File: config.mk
export PLATFORM = sky130hd
export DESIGN_NAME = prog_loader_flat
export DESIGN_NICKNAME = d
export VERILOG_FILES = /design/src/rtl/prog_loader_if.sv /design/src/rtl/prog_loader.sv /design/src/flat_wrapper.sv
export SDC_FILE = /design/constraint.sdc
export NUM_CORES = 1
export LEC_CHECK = 0
export BUFFER_PORTS_ARGS = -buffer_cell sky130_fd_sc_hd__buf_2
export CELL_PAD_IN_SITES_DETAIL_PLACEMENT = 0
export CELL_PAD_IN_SITES_GLOBAL_PLACEMENT = 1
export CORE_MARGIN = 2
export CORE_UTILIZATION = 45
export CTS_CLUSTER_SIZE = 30
export DETAILED_ROUTE_END_ITERATION = 6
export PLACE_DENSITY = 0.94
export RECOVER_POWER = 25
export SYNTH_ARGS = -nofsm -noshare
export SYNTH_HDL_FRONTEND = slang
export SYNTH_SLANG_ARGS = --single-unit
File: constraint.sdc
create_clock -name clk -period 3.2 [get_ports clk]
set_input_delay 0.8 -clock clk [delete_from_list [all_inputs] [get_ports clk]]
set_output_delay 0.8 -clock clk [all_outputs]
set_load 0.005 [all_outputs]
File: src/rtl/prog_loader_if.sv
// Byte-stream handshake between a frame source and the program loader.
interface prog_loader_if;
    logic [7:0] rx_data;
    logic       rx_valid;
    logic       rx_ready;

    modport master (output rx_data, output rx_valid, input rx_ready);
    modport slave  (input rx_data, input rx_valid, output rx_ready);
endinterface

File: src/rtl/prog_loader.sv
// Boot-time program loader: receives a framed byte stream (length, data
// words, XOR checksum), writes the words into instruction memory and holds
// the CPU in reset until the frame verifies.
module prog_loader #(
    parameter logic [31:0] BASE_ADDR = 32'h0000_0000,
    parameter logic [15:0] MAX_WORDS = 16'd1024
) (
    input  logic         clk,
    input  logic         rst,
    input  logic         start,
    prog_loader_if.slave rx,
    output logic         imem_we,
    output logic [31:0]  imem_addr,
    output logic [31:0]  imem_wdata,
    output logic         cpu_rst,
    output logic         busy,
    output logic         done,
    output logic         err,
    output logic [15:0]  words_loaded
);

    typedef enum logic [2:0] {
        ST_IDLE,
        ST_LEN_LO,
        ST_LEN_HI,
        ST_DATA,
        ST_CHECK,
        ST_DONE,
        ST_ERR
    } state_t;

    state_t      state;
    state_t      state_nx;
    logic        ready;
    logic        accept;
    logic [15:0] len;
    logic [15:0] len_in;
    logic [7:0]  chk;
    logic [1:0]  byte_idx;
    logic [23:0] wbuf;

    assign rx.rx_ready = ready;
    assign accept      = ready & rx.rx_valid;
    // Full word count as it becomes known while LEN_HI is on the bus.
    assign len_in      = {rx.rx_data, len[7:0]};

    // State register.
    always_ff @(posedge clk) begin
        if (rst) begin
            state <= ST_IDLE;
        end else begin
            state <= state_nx;
        end
    end

    // Next-state decode and state-derived status outputs.
    always_comb begin
        state_nx = state;
        ready    = 1'b0;
        case (state)
            ST_IDLE, ST_DONE, ST_ERR: begin
                if (start) state_nx = ST_LEN_LO;
            end
            ST_LEN_LO: begin
                ready = 1'b1;
                if (rx.rx_valid) state_nx = ST_LEN_HI;
            end
            ST_LEN_HI: begin
                ready = 1'b1;
                if (rx.rx_valid) begin
                    if (len_in > MAX_WORDS)   state_nx = ST_ERR;
                    else if (len_in == 16'd0) state_nx = ST_CHECK;
                    else                      state_nx = ST_DATA;
                end
            end
            ST_DATA: begin
                ready = 1'b1;
                if (rx.rx_valid && byte_idx == 2'd3 && (words_loaded + 16'd1) == len)
                    state_nx = ST_CHECK;
            end
            ST_CHECK: begin
                ready = 1'b1;
                if (rx.rx_valid) state_nx = (rx.rx_data == chk) ? ST_DONE : ST_ERR;
            end
            default: state_nx = ST_IDLE;
        endcase
        busy    = ready;
        cpu_rst = (state != ST_DONE);
        done    = (state == ST_DONE);
        err     = (state == ST_ERR);
    end

    // Datapath: checksum, length capture, word assembly and memory write port.
    always_ff @(posedge clk) begin
        if (rst) begin
            imem_we      <= 1'b0;
            imem_addr    <= BASE_ADDR;
            imem_wdata   <= '0;
            words_loaded <= '0;
            len          <= '0;
            chk          <= '0;
            byte_idx     <= '0;
            wbuf         <= '0;
        end else begin
            imem_we <= 1'b0;
            // Address moves on the edge that ends the write strobe.
            if (imem_we) imem_addr <= imem_addr + 32'd4;
            case (state)
                ST_IDLE, ST_DONE, ST_ERR: begin
                    if (start) begin
                        chk          <= '0;
                        words_loaded <= '0;
                        byte_idx     <= '0;
                        imem_addr    <= BASE_ADDR;
                    end
                end
                ST_LEN_LO: begin
                    if (accept) begin
                        len[7:0] <= rx.rx_data;
                        chk      <= chk ^ rx.rx_data;
                    end
                end
                ST_LEN_HI: begin
                    if (accept) begin
                        len[15:8] <= rx.rx_data;
                        chk       <= chk ^ rx.rx_data;
                    end
                end
                ST_DATA: begin
                    if (accept) begin
                        chk      <= chk ^ rx.rx_data;
                        byte_idx <= byte_idx + 2'd1;
                        if (byte_idx == 2'd3) begin
                            imem_wdata   <= {rx.rx_data, wbuf};
                            imem_we      <= 1'b1;
                            words_loaded <= words_loaded + 16'd1;
                        end else begin
                            // Little endian: earlier bytes shift toward bit 0.
                            wbuf <= {rx.rx_data, wbuf[23:8]};
                        end
                    end
                end
                default: ;
            endcase
        end
    end

endmodule

File: src/flat_wrapper.sv
// flat-port wrapper written by rule: the top's interface ports become plain ports
module prog_loader_flat 
#(
    parameter logic [31:0] BASE_ADDR = 32'h0000_0000,
    parameter logic [15:0] MAX_WORDS = 16'd1024
)
  (clk, rst, start, imem_we, imem_addr, imem_wdata, cpu_rst, busy, done, err, words_loaded, rx_rx_data, rx_rx_valid, rx_rx_ready);
  prog_loader_if rx_i ();
  input  logic clk;
  input  logic rst;
  input  logic start;
  output logic imem_we;
  output logic [31:0] imem_addr;
  output logic [31:0] imem_wdata;
  output logic cpu_rst;
  output logic busy;
  output logic done;
  output logic err;
  output logic [15:0] words_loaded;
  input wire logic [$bits(rx_i.rx_data)-1:0] rx_rx_data;
  input wire logic [$bits(rx_i.rx_valid)-1:0] rx_rx_valid;
  output wire logic [$bits(rx_i.rx_ready)-1:0] rx_rx_ready;
  assign rx_i.rx_data = rx_rx_data;
  assign rx_i.rx_valid = rx_rx_valid;
  assign rx_rx_ready = rx_i.rx_ready;
  prog_loader #(.BASE_ADDR(BASE_ADDR), .MAX_WORDS(MAX_WORDS)) u_core (.clk(clk), .rst(rst), .start(start), .rx(rx_i), .imem_we(imem_we), .imem_addr(imem_addr), .imem_wdata(imem_wdata), .cpu_rst(cpu_rst), .busy(busy), .done(done), .err(err), .words_loaded(words_loaded));
endmodule
Word-level counts from Yosys, hierarchy flattened --
Index checks and enable logic that the tools add are counted.
Word-level totals: flip-flop bits (word level) 134, input port bits 12, output and inout bits 86
Cells by class: add/sub/neg operators 3, order comparisons 1, equality and inequality tests 18, multiplexer cells 24, bitwise gates (word level) 5, reduce and logical (&&, ||, !) cells 18
Operator list (number):
- $mux 32 | 3
- $mux 16 | 3
- $add 32x3->32 const B | 1
- $pmux 16 s2 | 1
- $mux 3 | 7
- $add 16x1->16 const B | 1
- $eq 16x16->1 | 1
- $gt 16x11->1 const B | 1
- $logic_not 16->1 | 1
- $mux 8 | 2
- $pmux 8 s2 | 1
- $pmux 3 s5 | 1
- $reduce_and 3->1 | 4
- $eq 3x3->1 const B | 3
- $reduce_or 3->1 | 3
- $eq 8x8->1 | 1
- $ne 2x1->1 const B | 4
- $ne 2x2->1 const B | 4
- $xor 8x8->8 | 1
- $eq 3x2->1 const B | 2
- $mux 2 | 3
- $reduce_and 5->1 | 1
- $pmux 2 s2 | 1
- $reduce_and 2->1 | 2
- 12 further kinds | 17

Depth between registers and ports, before layout --
depth in word-level cells 6, mapped depth 8, gate-level depth less buffers 7

Worst setup path after synthesis --
OpenSTA, ideal clock, no wires.
path type in2reg, start input port rx_rx_data[4], end register u_core.state[0], data arrival time 2.363 ns, required time 3.126 ns, path slack 0.762 ns, stages on the path 7, path buffers 1, cells stage by stage clkbuf_2 > or4_4 > nor3_2 > a31oi_1 > a211o_1 > a311o_1 > a31oi_1
On the way: cells in the longest elaborated chain, start to end 5
RTL lines:
- from (decl) | RTL line flat_wrapper.sv:20 | input wire logic [$bits(rx_i.rx_data)-1:0] rx_rx_data;
- branches (longest 4 deep; another with $gt 16x11->1)
- $pmux 3 s5 * | RTL line prog_loader.sv:60 | case (state)
- to (signal assigned) | RTL line prog_loader.sv:52 | state <= state_nx;
- to (decl) | RTL line prog_loader.sv:32 | state_t state;
Mark *: on every way between the ends. The select of a mux whose other input is x is not followed. A chain may end at the register's enable or synchronous reset.

Worst setup path in the final report --
start register u_core.words_loaded[0], end register u_core.state[1]
On the way: cells in the longest elaborated chain, start to end 5
RTL lines:
- from (decl) | RTL line prog_loader.sv:19 | output logic [15:0] words_loaded
- from (signal assigned) | RTL line prog_loader.sv:136 | words_loaded <= words_loaded + 16'd1;
- $add 16x1->16 | RTL line prog_loader.sv:78 | if (rx.rx_valid && byte_idx == 2'd3 && (words_loaded + 16'd1) == len)
- $eq 16x16->1 | RTL line prog_loader.sv:78
- $logic_and 1x1->1 | RTL line prog_loader.sv:78
- $ne 2x1->1 (no line)
- $reduce_and 5->1 (no line)
Every way passes these cells.

==> flow_summary.yaml <==
power:
  pwr-share-clk_pct: 43.3
  internal_power_uw: 3120
  pwr-share-seq_pct: 41.1
  p_per_area_nw_per_um2: 618
  p_leak_uw: 0.00270
  p_switching_uw: 1310
  power_frac_comb_pct: 15.7
  swShare_pct: 29.5
  peakVddDrop_v: 0.000337
clock_network:
  clk_pin_slew_worst_paths_ps: 60
  ctsRootBufferMaster: "clkbuf_16"
  clk_latency_ps: 420
  cts_tree: "done"
  cts_sinks: 132
  clock_path_buffers: 2
  numCtsBuffers: 17
  h-tree-depth: 4
  postCtsHoldBufs: 0
  cts_setup_buffers: 0
  ctsResizeCount: 0
yosys:
  synthCells: 777
  synth_warnings: 0
  ys_types: 57
  synth_area_um2: 6090
  synth-edff-count: 0
  syn_area_per_cell_um2: 7.84
  synth_seq_area_share_pct: 43.4
  synth-seq-cells: 132
  async_reset_ff_share_pct: 0
  synthFlopType: "dfxtp_1"
timing:
  post-route-min-period_ps: 2690
  hold_viol_final: 0
  fin_setup_tns_ps: 0
  hold_slack_ps: 450
  finalCritPeriodShare_pct: 84.0
  slew-limit-headroom_pct: 37.1
  drv_slew: 0
  setup_viol: 0
  tightest_slew_ps: 943
  fmax_mhz: 372
  grt_setup_unrepaired: "false"
  finalClockSkew_ps: 13.4
die:
  start_util_pct: 46.0
  core_um2: 13200
  die_h_um: 120
  dieArea_um2: 14500
  ios: 98
  die_w_um: 120
  rows: 42
routing:
  wl_per_cell_um: 14.6
  ant_nets: 0
  drt_iter0_drc: 406
  viasPerCell: 5.33
  firstDrtPassIters: 5
  drc: 0
  vias: 5497
  wl_mm: 15.0
critical_path:
  cp_slowest_cell: "a2111oi_2"
  critPathArrivalTime_ps: 2980
  reg2reg_depth: 7
  max_stage_delay_ps: 530
  crit_path_end_kind: "register"
  startpoint: "u_core.words_loaded[0]$_SDFFE_PP0P_"
  start_kind: "register"
  crit_chain: "ha_1 -> nand4_2 -> nor2_1 -> and3_2 -> xnor2_1 -> a2111oi_2 -> a31oi_1"
  path_class: "register to register"
  cp_max_fo: 8
  regToRegStartpoint: "u_core.words_loaded[0]$_SDFFE_PP0P_"
  crit_required_ps: 3490
grt:
  grt_max_degree: 83
  grt_pass1_wl_mm: 24.6
  grt_pass1_vias: 5017
  grt_overflow: 0
  grtUsageTotal_pct: 21.0
  antenna_found_initial: 0
run_status:
  status: "finished clean"
job:
  timing.max_cap.violations: 0
place:
  place_inst: 1000
  globalplace.congestion: 0.895
  io_buffers: 95
  hpwlAfterDp_mm: 10.0
layout:
  layoutNonFillerInstCount: 1031
  area_growth_pct: 17.7
  final_nets: 858
  drive_gt1_share_pct: 15.2
  fillers: 1317
  diodes: 0
  layout_common_cells: "nand2_1, dfxtp_1, a21oi_1, buf_2, nor2_1"
  final_common_cell: "nand2_1"
min_path:
  whs_path_depth: 2
  min_path_type: "register to register"
  hold_start: "u_core.imem_wdata[8]$_SDFFE_PP0P_"
power groups by stage:
stage               combinational, µW  clock [µW]  sequential (µW)
global route                      782        2000             1830
floorplan                         588           0             1780
finish                            695        1920             1820
CTS                               694        1940             1810
global placement                  687           0             1850
detailed placement                687           0             1850
kinds of logic after synthesis:
| family | count (synthesis) | share of synthesized area, % |
|---|---|---|
| buffers and inverters | 67 | 4.83 |
| other | 1 | 0.0616 |
| adder cells (fa/ha/maj) | 4 | 0.781 |
| AND/OR/NAND/NOR | 352 | 26.9 |
| multiplexers | 4 | 0.678 |
| XOR/XNOR | 60 | 8.63 |
| AO/OA/AOI/OAI | 157 | 14.7 |
| flip-flops | 132 | 43.4 |
sequential cells by signal, summed over array words and instances (netlist names):
signal and count:
u_core.imem_wdata 32, u_core.words_loaded 16, u_core.len 16, u_core.byte_idx 2, u_core.wbuf 24, u_core.imem_addr 30, u_core.chk 8, u_core.imem_we 1
u_core.state 3
synth_stat cells, types with 4 or more instances:
master      n  area share (%)
a21oi_1   100             8.2
a31oi_1     5            0.51
and2_1      4            0.41
and3_1     14             1.4
and4_1      4            0.58
buf_2      13             1.1
buf_4       4            0.49
clkbuf_1   35             2.2
dfxtp_1   132              43
inv_1      10            0.62
nand2_1   175              11
nand2b_1   11             1.1
nand3_1    25             2.1
nand3b_1    6            0.74
nand4_1    15             1.5
nor2_1     62             3.8
nor3_1      9            0.74
o21ai_0    23             1.9
or3_1       4            0.41
xnor2_1    29             4.2
xor2_1     31             4.5
metal layers:
layer | vias up | GRT usage, % | part of all wire (%)
li1 | 2767 | - | -
met2 | 126 | 33.9 | 47
met4 | 0 | 8.28 | 1.5
met3 | 17 | 3.68 | 4.4
met5 | - | 0 | 0
met1 | 2587 | 27.9 | 47
worst max-delay path, delay by kind of cell (launching register included):
family | cells | cell delay (ps)
adders and majority gates | 1 | 420
and+or+nand+nor | 3 | 900
DFF | 1 | 470
AOI/OAI and AO/OA | 2 | 670
xor gates and xnor gates | 1 | 90
through the flow:
stage | power, µW | area (µm²) | setup WS [ps] | utilization, %
detailed placement | 2540 | 6620 | 561 | 50.0
finish | 4430 | 7170 | 512 | 54.1
floorplan | 2370 | 6100 | 762 | -
global route | 4610 | 7170 | 301 | 54.1
CTS | 4450 | 7190 | 542 | 54.3
global placement | 2540 | 6620 | 592 | 50.0
final timing paths:
path | slack (ps) | to
worst max register to register | 510 | u_core.state[1]$_SDFFE_PP0P_
worst min register to register | 450 | u_core.imem_wdata[8]$_SDFFE_PP0P_
worst max-delay path | 510 | u_core.state[1]$_SDFFE_PP0P_
worst min-delay path | 450 | u_core.imem_wdata[8]$_SDFFE_PP0P_
area by class of cell:
type	count	area, µm²	share of cell area [%]
timing repair buffer	103	522	7.28
tap	176	220	3.07
clock buffer	17	425	5.93
inverter	10	37.5	0.524
clock inverter	14	151	2.11
multi-input combinational	579	3170	44.2
sequential	132	2640	36.9
Note: power is estimated with default switching activity, not from simulation.
